`src/rtl/sync_fifo_param.sv`:
```
// sync_fifo_param: single-clock parametrised FIFO.
// The FIFO has an occupancy count, registered full/empty and almost-full/almost-empty flags,
// and either a registered-read mode (FWFT=0) or a first-word-fall-through mode (FWFT=1).
// Optional feature macro: SYNC_FIFO_ERR_FLAGS_EN adds sticky overflow/underflow flags
// and an err_clr input. When the macro is undefined, those ports and their logic are absent.
module sync_fifo_param #(
    parameter int DWIDTH    = 4,
    parameter int ADDR_W    = 7,
    parameter int AF_THRESH = 120,
    parameter int AE_THRESH = 8,
    parameter int FWFT      = 0
) (
    input  logic              clk,
    input  logic              rst,
    input  logic              winc,
    input  logic [DWIDTH-1:0] wdata,
    output logic              wfull,
    output logic              walmost_full,
    input  logic              rinc,
    output logic [DWIDTH-1:0] rdata,
    output logic              rempty,
    output logic              ralmost_empty,
`ifdef SYNC_FIFO_ERR_FLAGS_EN
    input  logic              err_clr,
    output logic              overflow,
    output logic              underflow,
`endif
    output logic [ADDR_W:0]   count
);

    localparam int DEPTH = 1 << ADDR_W;
    localparam logic [ADDR_W:0] DEPTH_C = {1'b1, {ADDR_W{1'b0}}};
    localparam logic [ADDR_W:0] AF_C    = (ADDR_W+1)'(AF_THRESH);
    localparam logic [ADDR_W:0] AE_C    = (ADDR_W+1)'(AE_THRESH);

    logic [DWIDTH-1:0] mem [DEPTH];

    logic [ADDR_W-1:0] wptr_reg, wptr_next;
    logic [ADDR_W-1:0] rptr_reg, rptr_next;
    logic [ADDR_W:0]   count_reg, count_next;
    logic              wr_en, rd_en;
    logic              wfull_reg, rempty_reg;
    logic              walmost_full_reg, ralmost_empty_reg;
    logic [DWIDTH-1:0] rdata_reg;

    // Accept/reject decisions use the registered flags; the next pointers and next count follow from them.
    always_comb begin
        wr_en      = winc && !wfull_reg;
        rd_en      = rinc && !rempty_reg;
        wptr_next  = wr_en ? wptr_reg + 1'b1 : wptr_reg;
        rptr_next  = rd_en ? rptr_reg + 1'b1 : rptr_reg;
        count_next = count_reg;
        if (wr_en && !rd_en) begin
            count_next = count_reg + 1'b1;
        end else if (!wr_en && rd_en) begin
            count_next = count_reg - 1'b1;
        end
    end

    // Pointers, count and flags. The flags are computed from the next count so they line up with count.
    always_ff @(posedge clk) begin
        if (rst) begin
            wptr_reg          <= '0;
            rptr_reg          <= '0;
            count_reg         <= '0;
            wfull_reg         <= 1'b0;
            rempty_reg        <= 1'b1;
            walmost_full_reg  <= 1'b0;
            ralmost_empty_reg <= 1'b1;
        end else begin
            wptr_reg          <= wptr_next;
            rptr_reg          <= rptr_next;
            count_reg         <= count_next;
            wfull_reg         <= (count_next == DEPTH_C);
            rempty_reg        <= (count_next == '0);
            walmost_full_reg  <= (count_next >= AF_C);
            ralmost_empty_reg <= (count_next <= AE_C);
        end
    end

    // Storage array. Its contents are deliberately not reset.
    always_ff @(posedge clk) begin
        if (wr_en && !rst) begin
            mem[wptr_reg] <= wdata;
        end
    end

    generate
        if (FWFT != 0) begin : g_fwft
            // The head register always tracks the entry at the next read pointer. When that entry
            // is being written in this same cycle (the FIFO was empty, or one entry is being popped
            // while another is pushed), the incoming word is forwarded instead of the stale array
            // contents. While the FIFO goes or stays empty, the register holds its last value.
            always_ff @(posedge clk) begin
                if (rst) begin
                    rdata_reg <= '0;
                end else if (count_next != '0) begin
                    if (wr_en && (wptr_reg == rptr_next)) begin
                        rdata_reg <= wdata;
                    end else begin
                        rdata_reg <= mem[rptr_next];
                    end
                end
            end
        end else begin : g_std
            // Registered read: the word appears one cycle after an accepted pop.
            always_ff @(posedge clk) begin
                if (rst) begin
                    rdata_reg <= '0;
                end else if (rd_en) begin
                    rdata_reg <= mem[rptr_reg];
                end
            end
        end
    endgenerate

`ifdef SYNC_FIFO_ERR_FLAGS_EN
    logic overflow_reg, underflow_reg;

    // Sticky error flags. A new error takes precedence over a clear in the same cycle.
    always_ff @(posedge clk) begin
        if (rst) begin
            overflow_reg  <= 1'b0;
            underflow_reg <= 1'b0;
        end else begin
            if (winc && wfull_reg) begin
                overflow_reg <= 1'b1;
            end else if (err_clr) begin
                overflow_reg <= 1'b0;
            end
            if (rinc && rempty_reg) begin
                underflow_reg <= 1'b1;
            end else if (err_clr) begin
                underflow_reg <= 1'b0;
            end
        end
    end

    assign overflow  = overflow_reg;
    assign underflow = underflow_reg;
`endif

    assign wfull         = wfull_reg;
    assign rempty        = rempty_reg;
    assign walmost_full  = walmost_full_reg;
    assign ralmost_empty = ralmost_empty_reg;
    assign rdata         = rdata_reg;
    assign count         = count_reg;

endmodule

```
`config.mk`:
```
export PLATFORM = sky130hd
export DESIGN_NAME = sync_fifo_param
export DESIGN_NICKNAME = d
export VERILOG_FILES = /design/src/rtl/sync_fifo_param.sv
export SDC_FILE = /design/constraint.sdc
export NUM_CORES = 1
export LEC_CHECK = 0
export ABC_AREA = 1
export CAP_MARGIN = 20
export CORE_ASPECT_RATIO = 0.9
export CORE_MARGIN = 1.5
export CORE_UTILIZATION = 63
export CTS_CLUSTER_DIAMETER = 120
export DETAILED_ROUTE_END_ITERATION = 16
export HOLD_SLACK_MARGIN = 0.05
export PLACE_DENSITY_LB_ADDON = 0.25
export SLEW_MARGIN = 20
export SYNTH_ARGS = -nofsm -noshare
export SYNTH_HDL_FRONTEND = slang
export SYNTH_SLANG_ARGS = --single-unit
```
`constraint.sdc`:
```
create_clock -name clk -period 2.3 [get_ports clk]
set_input_delay 0.46 -clock clk [delete_from_list [all_inputs] [get_ports clk]]
set_output_delay 0.46 -clock clk [all_outputs]
set_load 0.1 [all_outputs]
```
==> flow_summary_export.csv <==
group,metric,value,unit
finish,fin_cells,2849,
hold_path,hold_path_class,"primary input to register",
logic_synthesis,syn_avg_cell_area,10.3,um^2
grt,antenna_found_initial,0,
place,dp_cells,2753,
cts,clk-insertion-delay-late,0.61,ns
pwr,seq_power_share,47.8,%
grt,grtUsageTotal,30.8,%
pwr,power_frac_clock,36.4,%
floorplan,row_count,66,
cts,clockBufferDepth,3,
sta,finalSetupTns,0,ns
grt,grt_start_max_net_pins,122,
pwr,pwr-share-comb,15.8,%
floorplan,boundaryPins,24,
routing,wl_per_cell,20.3,um
logic_synthesis,syn-instance-count,2270,
finish,drive_above_1_share,8.93,%
logic_synthesis,netlist_top_cells_count,"nand2_1 (600), edfxtp_1 (512), nor2_1 (358)",
cts,ctsHoldBuffers,0,
cts,clkSinkCount,542,
logic_synthesis,synthTopCellsByArea,"edfxtp_1 (66%), nand2_1 (9.6%), nor2_1 (5.7%)",
status,outcome,"complete, no violations",
logic_synthesis,synth_compound_area_share,4.14,%
routing,drc_errors,0,
critical_path,critical_path_class,"register to register",
sta,hold-worst-slack,0.298,ns
critical_path,required,2.83,ns
pwr,p_int,16.6,mW
cts,ctsRootBufferMaster,"clkbuf_16",
sta,worst_slack,0.162,ns
sta,fin_crit,2.14,ns
cts,numCtsBuffers,52,
place,gp_congestion,0.915,
logic_synthesis,synth_top_cell_area_share,65.6,%
critical_path,critPathCaptureType,"register",
pwr,p_total,23.0,mW
cts,cts_tree,"yes",
sta,worst_pin_slew,0.985,ns
logic_synthesis,synth_most_common_cell,"nand2_1",
finish,nets,2344,
logic_synthesis,async_reset_ff_share,0,%
logic_synthesis,synth-edff-count,512,
sta,skew,0.0117,ns
pwr,max-vdd-ir-drop,0.00105,V
floorplan,core,36400,um^2
routing,vias,16500,
logic_synthesis,synth_top_family_by_area,"simple AND/OR/NAND/NOR gates",
critical_path,crit_fanout,13,
logic_synthesis,seq_area_frac_synth,68.2,%
place,dp_hpwl,35100,um
place,dp_slack,0.0125,ns
routing,drt_pass1_iterations,8,
pwr,p_leak,10.2,nW
logic_synthesis,synth_nets,2282,
finish,nFillCells,2512,
logic_synthesis,ys_types,38,
finish,area_delta_synth_final,12.0,%
routing,wl,57700,um
floorplan,initial_utilization,64.3,%
routing,antenna_left,0,
sta,report.final.slew_viol_count,0,
critical_path,cp_data_arrival_time,2.67,ns
sta,setup-violations-final,0,
logic_synthesis,yosysWarnings,0,
logic_synthesis,synthFlopType,"edfxtp_1",
logic_synthesis,synthXorXnorAreaFrac,0.256,%
sta,slew_headroom,34.2,%
logic_synthesis,ys_ff_latch,542,
grt,overflow,0,
pwr,power_density,877,nW/um^2
logic_synthesis,synthMuxAreaShare,0.0481,%
cts,clk_pin_slew_worst_paths,0.06,ns
logic_synthesis,syn_area,23400,um^2
finish,largest_reg_flops,512,
routing,first_iter_violations,1920,
critical_path,cp-start-kind,"register",
logic_synthesis,yosys.area_share.simple,20.9,%
grt,grt_pass1_vias,15900,
routing,drt-vias-per-instance,5.80,
pwr,p_sw,6.41,mW
logic_synthesis,synth_top_cell_by_area,"edfxtp_1",
sta,timing.final.crit_share,92.9,%
sta,fmax,0.468,GHz
logic_synthesis,synth-adder-area-share,0.214,%
sta,hold_viol_final,0,
cts,cts_max_level,2,
sta,rsz0062_at_grt,"no",
pwr,swShare,27.8,%
finish,n_antenna_cell,0,
run,cap_violations,0,
floorplan,dieArea,38400,um^2
floorplan,die_h,186,um
floorplan,die_x,206,um
place,io_buffers,23,
grt,grt_first_pass_wirelength,88000,um
## kinds of logic after synthesis
family | count (synthesis)
compound gates | 181
xor+xnor | 6
fa+ha+maj | 4
buf+inv | 326
flops | 542
mux | 1
simple gates | 1210
## cells in the final DEF (no fill, tap or decap), drive strengths merged, types with 5 or more instances in the layout
| cell | Yosys | routed |
|---|---|---|
| nand2 | 603 | 603 |
| xor2 | 5 | 5 |
| inv | 213 | 215 |
| o21ai | 125 | 125 |
| nand3 | 225 | 225 |
| dfxtp | 30 | 30 |
| clkinv | 1 | 23 |
| nor3 | 12 | 12 |
| o211ai | 18 | 18 |
| buf | 88 | 116 |
| edfxtp | 512 | 512 |
| clkbuf | 24 | 65 |
| a21oi | 35 | 35 |
| nor2 | 363 | 364 |
## worst paths after layout
path | start | endpoint | slack, ns | cells past startpoint
setup reg to reg | rptr_reg[3]$_SDFFE_PP0P_ | rdata[1]$_SDFFE_PP0P_ | 0.16 | 10
hold reg to reg | rptr_reg[5]$_SDFFE_PP0P_ | rptr_reg[5]$_SDFFE_PP0P_ | 0.53 | 2
setup / recovery | rptr_reg[3]$_SDFFE_PP0P_ | rdata[1]$_SDFFE_PP0P_ | 0.16 | 10
hold / removal | wdata[0] | mem[121][0]$_DFFE_PP_ | 0.30 | 1
## metrics by stage
step | util [%] | area (um^2)
2_1_floorplan | - | 23400
3_3_place_gp | 67.5 | 24600
3_5_place_dp | 67.5 | 24600
4_1_cts | 72.0 | 26200
5_1_grt | 72.1 | 26300
6_report | 72.1 | 26300
## metal layers
| metal | GRT usage (%) | part of all wire (%) | up-vias | routed length [um] |
|---|---|---|---|---|
| met3 | 5.11 | 11 | 153 | 6130 |
| met1 | 43.3 | 40 | 7742 | 22900 |
| li1 | - | - | 7655 | - |
| met4 | 13.6 | 4.1 | 0 | 2350 |
| met2 | 47.9 | 46 | 960 | 26300 |
| met5 | 0 | 0 | - | 0 |
## final cells by class
type / instances / area (um^2) / area share, %
clock buffer: 65 / 1390 / 5.30
clock inverter: 30 / 265 / 1.01
inverter: 214 / 811 / 3.09
multi-input combinational: 1403 / 5990 / 22.8
sequential: 542 / 16000 / 60.9
tap: 476 / 596 / 2.27
timing repair buffer: 119 / 1210 / 4.60
## critical path, cell delays in order, from the launching register on
cell     delay (ns)
dfxtp_1        0.40
inv_2          0.11
nor2_2         0.78
nand3_1        0.18
nand2_1        0.09
nor2_1         0.06
nand2_1        0.06
nand3_1        0.09
nand3_1        0.12
nand2_1        0.06
a21oi_1        0.11
## power groups by stage
stage / registers [mW] / logic (mW) / clock network (mW)
finish: 11.0 / 3.64 / 8.38
global route: 11.0 / 3.95 / 8.82
CTS: 11.0 / 3.59 / 8.44
detailed placement: 11.2 / 3.56 / 0
global placement: 11.2 / 3.50 / 0
floorplan: 11.7 / 2.08 / 0
## timing repair
item,CTS,global route
setup endpoints to repair,0,5
setup buffers,0,0
resized for setup,0,2
(Power assumes the default switching activity.)
